--- src/rtl/serial_subtractor5b_pkg.sv ---
// Shared constants and state encoding for the bit-serial subtractor.
// Holds the default operand width and the FSM state type used by the top level.
package serial_subtractor5b_pkg;

  // Default operand/result width in bits
  localparam int SUB_W = 5;

  // Controller states: idle, shifting bits, result-valid cycle
  typedef enum logic [1:0] {
    ST_IDLE = 2'd0,
    ST_RUN  = 2'd1,
    ST_DONE = 2'd2
  } state_t;

endpackage

--- src/rtl/serial_subtractor5b_full_subtractor1b.sv ---
// One-bit full subtractor: di = ai - bi - br, with borrow-out.
// Pure combinational cell; the serial top level reuses it for every bit position.
module full_subtractor1b (
  input  logic ai,
  input  logic bi,
  input  logic br,
  output logic di,
  output logic br_out
);

  // A borrow leaves this bit when bi exceeds ai, or when they match and a borrow came in
  assign di     = ai ^ bi ^ br;
  assign br_out = (~ai & bi) | (~(ai ^ bi) & br);

endmodule

--- src/rtl/serial_subtractor5b.sv ---
// Bit-serial ripple-borrow subtractor: d = a - b - b_in, one bit per clock, LSB first.
// Optional feature macro: SUB_OVF_FLAG_EN adds the signed-overflow output ovf and the
// operand-MSB latch it needs; without it the ovf port does not exist.
module serial_subtractor5b
  import serial_subtractor5b_pkg::*;
#(
  parameter int WIDTH = SUB_W
) (
  input  logic             clk,
  input  logic             rst,
  input  logic             start,
  input  logic [WIDTH-1:0] a,
  input  logic [WIDTH-1:0] b,
  input  logic             b_in,
  output logic             busy,
  output logic             done,
  output logic [WIDTH-1:0] d,
  output logic             b_out
`ifdef SUB_OVF_FLAG_EN
  ,
  output logic             ovf
`endif
);

  localparam int CW = $clog2(WIDTH);

  state_t           r_state;
  state_t           w_stateNext;
  logic [WIDTH-1:0] r_a;
  logic [WIDTH-1:0] r_b;
  logic [WIDTH-2:0] r_res;
  logic             r_br;
  logic [CW-1:0]    r_cnt;
  logic [WIDTH-1:0] r_d;
  logic             r_bOut;
  logic             w_di;
  logic             w_brNext;
  logic             w_accept;
  logic             w_last;
  logic [WIDTH-1:0] w_resShift;
`ifdef SUB_OVF_FLAG_EN
  logic             r_aMsb;
  logic             r_bMsb;
  logic             r_ovf;
`endif

  full_subtractor1b u_fullSub (
    .ai     (r_a[0]),
    .bi     (r_b[0]),
    .br     (r_br),
    .di     (w_di),
    .br_out (w_brNext)
  );

  // A request is taken whenever no operation is in flight, including the done cycle
  assign w_accept   = start && (r_state != ST_RUN);
  assign w_last     = (r_state == ST_RUN) && (r_cnt == CW'(WIDTH - 1));
  assign w_resShift = {w_di, r_res};

  // State register
  always_ff @(posedge clk) begin
    if (rst) r_state <= ST_IDLE;
    else     r_state <= w_stateNext;
  end

  // Next-state logic: run for WIDTH bit cycles, then present the result for one cycle
  always_comb begin
    w_stateNext = r_state;
    case (r_state)
      ST_IDLE: if (start)  w_stateNext = ST_RUN;
      ST_RUN:  if (w_last) w_stateNext = ST_DONE;
      ST_DONE: w_stateNext = start ? ST_RUN : ST_IDLE;
      default: w_stateNext = ST_IDLE;
    endcase
  end

  // Handshake outputs decoded from the current state
  always_comb begin
    busy = 1'b0;
    done = 1'b0;
    case (r_state)
      ST_RUN:  busy = 1'b1;
      ST_DONE: done = 1'b1;
      default: ;
    endcase
  end

  // Datapath: load operands on accept, shift one bit per RUN cycle, publish on the last bit
  always_ff @(posedge clk) begin
    if (rst) begin
      r_a    <= '0;
      r_b    <= '0;
      r_res  <= '0;
      r_br   <= 1'b0;
      r_cnt  <= '0;
      r_d    <= '0;
      r_bOut <= 1'b0;
`ifdef SUB_OVF_FLAG_EN
      r_aMsb <= 1'b0;
      r_bMsb <= 1'b0;
      r_ovf  <= 1'b0;
`endif
    end else if (w_accept) begin
      r_a   <= a;
      r_b   <= b;
      r_br  <= b_in;
      r_cnt <= '0;
`ifdef SUB_OVF_FLAG_EN
      r_aMsb <= a[WIDTH-1];
      r_bMsb <= b[WIDTH-1];
`endif
    end else if (r_state == ST_RUN) begin
      r_a   <= r_a >> 1;
      r_b   <= r_b >> 1;
      r_res <= w_resShift[WIDTH-1:1];
      r_br  <= w_brNext;
      r_cnt <= r_cnt + 1'b1;
      if (w_last) begin
        r_d    <= w_resShift;
        r_bOut <= w_brNext;
`ifdef SUB_OVF_FLAG_EN
        r_ovf  <= (r_aMsb ^ r_bMsb) & (r_aMsb ^ w_di);
`endif
      end
    end
  end

  assign d     = r_d;
  assign b_out = r_bOut;
`ifdef SUB_OVF_FLAG_EN
  assign ovf   = r_ovf;
`endif

endmodule
--- config.mk ---
export PLATFORM = sky130hd
export DESIGN_NAME = serial_subtractor5b
export DESIGN_NICKNAME = d
export VERILOG_FILES = /design/src/rtl/serial_subtractor5b_pkg.sv /design/src/rtl/serial_subtractor5b_full_subtractor1b.sv /design/src/rtl/serial_subtractor5b.sv
export SDC_FILE = /design/constraint.sdc
export NUM_CORES = 1
export LEC_CHECK = 0
export ABC_AREA = 1
export BUFFER_PORTS_ARGS = -buffer_cell sky130_fd_sc_hd__buf_2
export CAP_MARGIN = 20
export CORE_MARGIN = 2
export CORE_UTILIZATION = 35
export CTS_CLUSTER_SIZE = 8
export DETAILED_ROUTE_END_ITERATION = 7
export HOLD_SLACK_MARGIN = 0.02
export PLACE_DENSITY = 0.62
export SLEW_MARGIN = 20
export SYNTH_ARGS = -nofsm -noshare
export SYNTH_HDL_FRONTEND = slang
export SYNTH_SLANG_ARGS = --single-unit
--- constraint.sdc ---
create_clock -name clk -period 3.3 [get_ports clk]
set_input_delay 0.33 -clock clk [delete_from_list [all_inputs] [get_ports clk]]
set_output_delay 0.33 -clock clk [all_outputs]
set_load 0.02 [all_outputs]
==> qor.csv, run 1 <==
metric,value,unit
status,"finished, final reports clean",
path_clk_slew,0.13,ns
insertion_delay,0.32,ns
synth_cell_type_count,17,
synth_top_area_share,0.4449,
wl_met2,978,µm
fin_crit_sh,0.5368,
final_nets,195,
grt_pass1_wl,3739,µm
worstSetupPathType,reg2out,
crit_chain,inv_2 -> nor2_4 -> buf_2,
initialDrtViolationCount,61,
final_cells,221,
die_w,61.82,µm
tns,0,ns
setup.worst_path.start,r_state[0],
cts_tree,yes,
cp_max_fo,21,
drt-pass1-iter-count,5,
synthToLayoutAreaGrowth,11.76,%
worst_slew_margin_rel,0.6980,
worst_setup_path_end_kind,output port,
grt_max_degree,28,
worstPathArrival,1.44,ns
worstHoldPathType,in2reg,
crit_required,2.97,ns
p_sw,0.1466,mW
switching_share,0.2573,
synth_area_per_cell,7.358,µm²
p_leak,0.6558,nW
ys_seq_area_frac,0.4449,
clock_power_share,0.279,
dieArea,0.003821,mm²
ant_nets,0,
cts.sinks,26,
p_int,0.4232,mW
placedCellCount,217,
skew,0.002194,ns
ys_top_cells_by_area,"dfxtp_1 (44%), nand3_1 (14%), nand2_1 (11%), inv_1 (5.5%), nor2_1 (5.1%)",
grt_pass1_vias,925,
period_minus_slack,1.771,ns
max_cap_viol_count,0,
met3_length,155,µm
final_layout_size_suffix_gt1_frac,0.1864,
crit_end,busy,
insertedDiodeCount,0,
rr_worst_depth,4,
yosysWarningCount,0,
regArea,520.5,µm²
combPwrFrac,0.127,
hold_viol,0,
crit_path_max_incr_delay,0.43,ns
setup_viol,0,
r2r_end,r_cnt[0],
fmax,564.5,MHz
post_cts_buffers,0,
syn_inst,159,
cts_root_buffer,clkbuf_4,
ir_worst_vdd,0.0002455,V
wl_met1,986,µm
routed.top_layer,met4,
seqPwrFrac,0.594,
yosysTopAreaCell,dfxtp_1,
r2r_start,r_state[0],
vias,1042,
core,0.003128,mm²
io_pins,22,
port_buffers,21,
initial_core_util,0.3740,
syn_area,0.001170,mm²
mostFrequentLayoutCell,nand2_1,
place.gp.congestion,0.7726,
ys_seq_elements,26,
ctsResizeCount,0,
std_cell_rows,20,
routedWlPerCell,9.683,µm
layout_common_cells,"nand2_1 (35), nand3_1 (33), dfxtp_1 (26), buf_2 (21), inv_1 (17)",
numCtsBuffers,3,
antenna_found_initial,0,
drcViolationCount,0,
start_kind,register,
crit_slowest_cell,dfxtp_1,
clockBufferDepth,2,
die_h,61.82,µm
p_per_area,435.8,mW/mm²
routed_wirelength,2140,µm
fill_cells,328,
grt_util_all_layers,0.1293,
hpwl,1510,µm
multiInputGateArea,511.7,µm²
syn_nets,176,
r2r_setup_slack,2.04,ns
routed_via_density,4.715,
maxSlewViolCount,0,
cts_max_level,1,
worstMarginPinSlew,0.4519,ns
grt.overflow.total,0,
hold_buffers,0,
rsz0062_at_grt,false,
[Yosys cell counts]
| cell | number |
|---|---|
| nand2_1 | 35 |
| o21ai_0 | 8 |
| fa_1 | 1 |
| nor2_4 | 2 |
| ha_1 | 2 |
| buf_2 | 2 |
| nor2_1 | 16 |
| clkbuf_1 | 1 |
| inv_2 | 4 |
| o21ai_1 | 1 |
| nand2_4 | 1 |
| nand3_1 | 33 |
| buf_6 | 4 |
| nor2_2 | 1 |
| a21oi_1 | 5 |
| dfxtp_1 | 26 |
| inv_1 | 17 |
[layout make-up]
class,instances,share of cell area
clock buffers,4,0.02775
inverters,21,0.06029
multi-input cells,105,0.3914
flip-flops and latches,26,0.3981
well taps,44,0.04211
repair buffers,21,0.08038
[routing by layer]
| metal | GRT usage | up-vias |
|---|---|---|
| met1 | 0.1521 | 469 |
| met4 | 0.03647 | 0 |
| met5 | 0 | - |
| met2 | 0.2271 | 36 |
| met3 | 0.03934 | 2 |
| li1 | - | 535 |
[critical path, delay by kind of cell, from the launching register on]
kind / cells / cell delay [ns]
flops: 1 / 0.43
buf+inv: 2 / 0.32
simple gates: 1 / 0.36
[through the flow]
step                utilization  area (µm²)  setup slack, ns  power, mW  hold slack (ns)
floorplan                     -        1170            2.154     0.4058           0.3991
global placement         0.4064        1271            1.922     0.4167           0.4546
detailed placement       0.4064        1271            1.879     0.4189           0.4533
CTS                      0.4180        1308            1.496     0.5799           0.2052
global route             0.4180        1308            1.399     0.6035           0.2023
finish                   0.4180        1308            1.529     0.5698           0.2145
[logic make-up after synthesis]
| family | share of synthesized area |
|---|---|
| and+or+nand+nor | 0.3390 |
| AOI/OAI and AO/OA | 0.05989 |
| adders and majority gates | 0.03850 |
| buffers and inverters | 0.1176 |
| DFF | 0.4449 |
[worst min-delay path by stage]
| stage | start | endpoint | cells past startpoint |
|---|---|---|---|
| after detailed placement | r_res[2] | d[2] | 2 |
| after floorplan | rst | r_a[4] | 1 |
| after global routing | rst | r_state[0] | 2 |
| after global placement | r_a[4] | r_a[4] | 2 |
| after CTS | rst | r_state[0] | 2 |
| final | rst | r_state[0] | 2 |
[state kept, by name (all words and copies together) (netlist names)]
register	count
b_out	1
d	5
r_a	5
r_b	5
r_br	1
r_cnt	3
r_res	4
r_state	2
[power by group through the flow]
stage	combinational (mW)	sequential [mW]	clock (mW)
floorplan	0.0625	0.343	0
global placement	0.0716	0.345	0
detailed placement	0.0732	0.346	0
CTS	0.0735	0.339	0.168
global route	0.0847	0.341	0.178
finish	0.0724	0.339	0.159
(Power assumes the default switching activity.)
==> inputs of run 2 (changes only) <==
==> constraint.sdc (replaced) <==
create_clock -name clk -period 1.85 [get_ports clk]
set_input_delay 0.185 -clock clk [delete_from_list [all_inputs] [get_ports clk]]
set_output_delay 0.185 -clock clk [all_outputs]
set_load 0.02 [all_outputs]
==> run 2 against run 1 <==
Effect of this change:
- critical path depth stayed put
- non-clock buffer count stayed put
- largest cell class unchanged
- combinational power is 80% higher
- flip-flop and latch count stayed put
- sequential power is 78% higher
- total power is 79% higher
- global-route usage is 0.73 points higher
- sequential share of layout area stayed put
- final area stayed put
- critical path type unchanged
- core utilization stayed put
==> qor.csv, run 2 (same netlist as run 1, synthesis figures left out) <==
metric,value,unit,change
routed_via_density,4.643,,-1.5%
routedWlPerCell,10.17,µm,+5.0%
worst_setup_path_end_kind,output port,,
fill_cells,327,,-0.30%
place.gp.congestion,0.7602,,-1.6%
layout_common_cells,"nand2_1 (35), nand3_1 (33), dfxtp_1 (26), buf_2 (21), inv_1 (17)",,
multiInputGateArea,511.7,µm²,unchanged
drcViolationCount,0,,unchanged
tns,0,ns,unchanged
status,"finished, final reports clean",,
drt-pass1-iter-count,4,,-1
regArea,520.5,µm²,unchanged
maxSlewViolCount,0,,unchanged
combPwrFrac,0.128,,about the same
fin_crit_sh,0.8739,,
final_nets,195,,unchanged
worstPathArrival,1.43,ns,about the same
grt_util_all_layers,0.1366,,+0.007277
post_cts_buffers,0,,unchanged
std_cell_rows,20,,unchanged
min_to,r_a[4],,
grt_pass1_wl,3857,µm,+3.2%
cts_tree,yes,,
hp-start,rst,,
hpwl,1583,µm,+4.8%
numCtsBuffers,3,,unchanged
final_layout_size_suffix_gt1_frac,0.1864,,unchanged
rsz0062_at_grt,false,,
r2r_start,r_state[0],,
path_clk_slew,0.13,ns,about the same
initialDrtViolationCount,50,,-18%
crit_required,1.66,ns,-1.31 ns
cp_max_fo,21,,unchanged
crit_path_max_incr_delay,0.43,ns,about the same
path_delay_family,flip-flops,,
clock_power_share,0.279,,about the same
fmax,618.5,MHz,
worstHoldPathType,in2reg,,
insertedDiodeCount,0,,unchanged
grt.overflow.total,0,,unchanged
holdPathStages,2,,unchanged
max_cap_viol_count,0,,unchanged
hold_viol,0,,unchanged
place_ws,0.5973,ns,-1.282 ns
grt_max_degree,28,,unchanged
r2r_end,r_cnt[1],,
ir_worst_vdd,0.0005243,V,+110%
p_sw,0.2637,mW,+80%
mostFrequentLayoutCell,nand2_1,,
p_int,0.7548,mW,+78%
setup_viol,0,,unchanged
final_util,0.4180,,unchanged
synthToLayoutAreaGrowth,11.76,%,unchanged
p_per_area,779.0,mW/mm²,+79%
antenna_found_initial,0,,unchanged
worstSetupPathType,reg2out,,
core,0.003128,mm²,unchanged
dieArea,0.003821,mm²,unchanged
p_leak,0.6558,nW,unchanged
r2r_setup_slack,0.60,ns,-1.44 ns
rr_worst_depth,4,,unchanged
crit_slowest_cell,dfxtp_1,,
insertion_delay,0.32,ns,about the same
start_kind,register,,
ant_nets,0,,unchanged
final_cell_area,0.001308,mm²,unchanged
port_buffers,21,,unchanged
cts.sinks,26,,unchanged
switching_share,0.2589,,+0.001630
ctsResizeCount,0,,unchanged
skew,0.001293,ns,-0.0009011 ns
hold_ws,0.07991,ns,-0.1346 ns
routed_wirelength,2248,µm,+5.0%
setup.worst_path.start,r_state[0],,
cp_num_buf_inv,2,,unchanged
crit_chain,inv_2 -> nor2_4 -> buf_2,,
worst_slack,0.2333,ns,-1.295 ns
seqPwrFrac,0.593,,about the same
worst_slew_margin_rel,0.7020,,+0.003970
initial_core_util,0.3740,,unchanged
die_h,61.82,µm,unchanged
io_pins,22,,unchanged
vias,1026,,-1.5%
hold_buffers,0,,unchanged
clockBufferDepth,2,,unchanged
die_w,61.82,µm,unchanged
cts_root_buffer,clkbuf_4,,
grt_pass1_vias,925,,unchanged
worstMarginPinSlew,0.4460,ns,-0.005941 ns
cts_max_level,1,,unchanged
period_minus_slack,1.617,ns,
placed_area,0.001271,mm²,unchanged
[run 2: cell counts in the layout (fill, tap and decap cells not counted)]
No cell type changed its count.
[run 2: metal layers]
metal  wire (µm)  global-route usage  up-vias  share of wire
met1        1080              0.1698      462           0.48
li1            -                   -      533              -
met5           0                   0        -              0
met2        1016              0.2256       29           0.45
met4          17             0.03647        0         0.0076
met3         134             0.04762        2          0.060
[run 2: stage by stage]
step                cells  power [mW]
floorplan             159      0.7239
global placement      217      0.7441
detailed placement    217      0.7474
CTS                   221       1.033
global route          221       1.087
finish                221       1.018
[run 2: worst max-delay path by stage]
stage,slack (ns),to,cells past startpoint
after floorplan,0.70,r_res[3],4
after global placement,0.62,busy,3
after detailed placement,0.60,busy,3
after CTS,0.22,busy,3
after global routing,0.07,busy,3
final,0.23,busy,3
[run 2: layout make-up]
| cell class | count | share of cell area |
|---|---|---|
| timing repair buffer | 21 | 0.08038 |
| tap | 44 | 0.04211 |
| inverter | 21 | 0.06029 |
| clock buffer | 4 | 0.02775 |
| multi-input combinational | 105 | 0.3914 |
| sequential | 26 | 0.3981 |
[run 2: power by group through the flow]
stage / Clock (mW) / Sequential [mW] / Combinational [mW]
finish: 0.284 / 0.604 / 0.130
global route: 0.328 / 0.608 / 0.151
detailed placement: 0 / 0.616 / 0.131
floorplan: 0 / 0.612 / 0.111
global placement: 0 / 0.616 / 0.129
CTS: 0.298 / 0.604 / 0.132
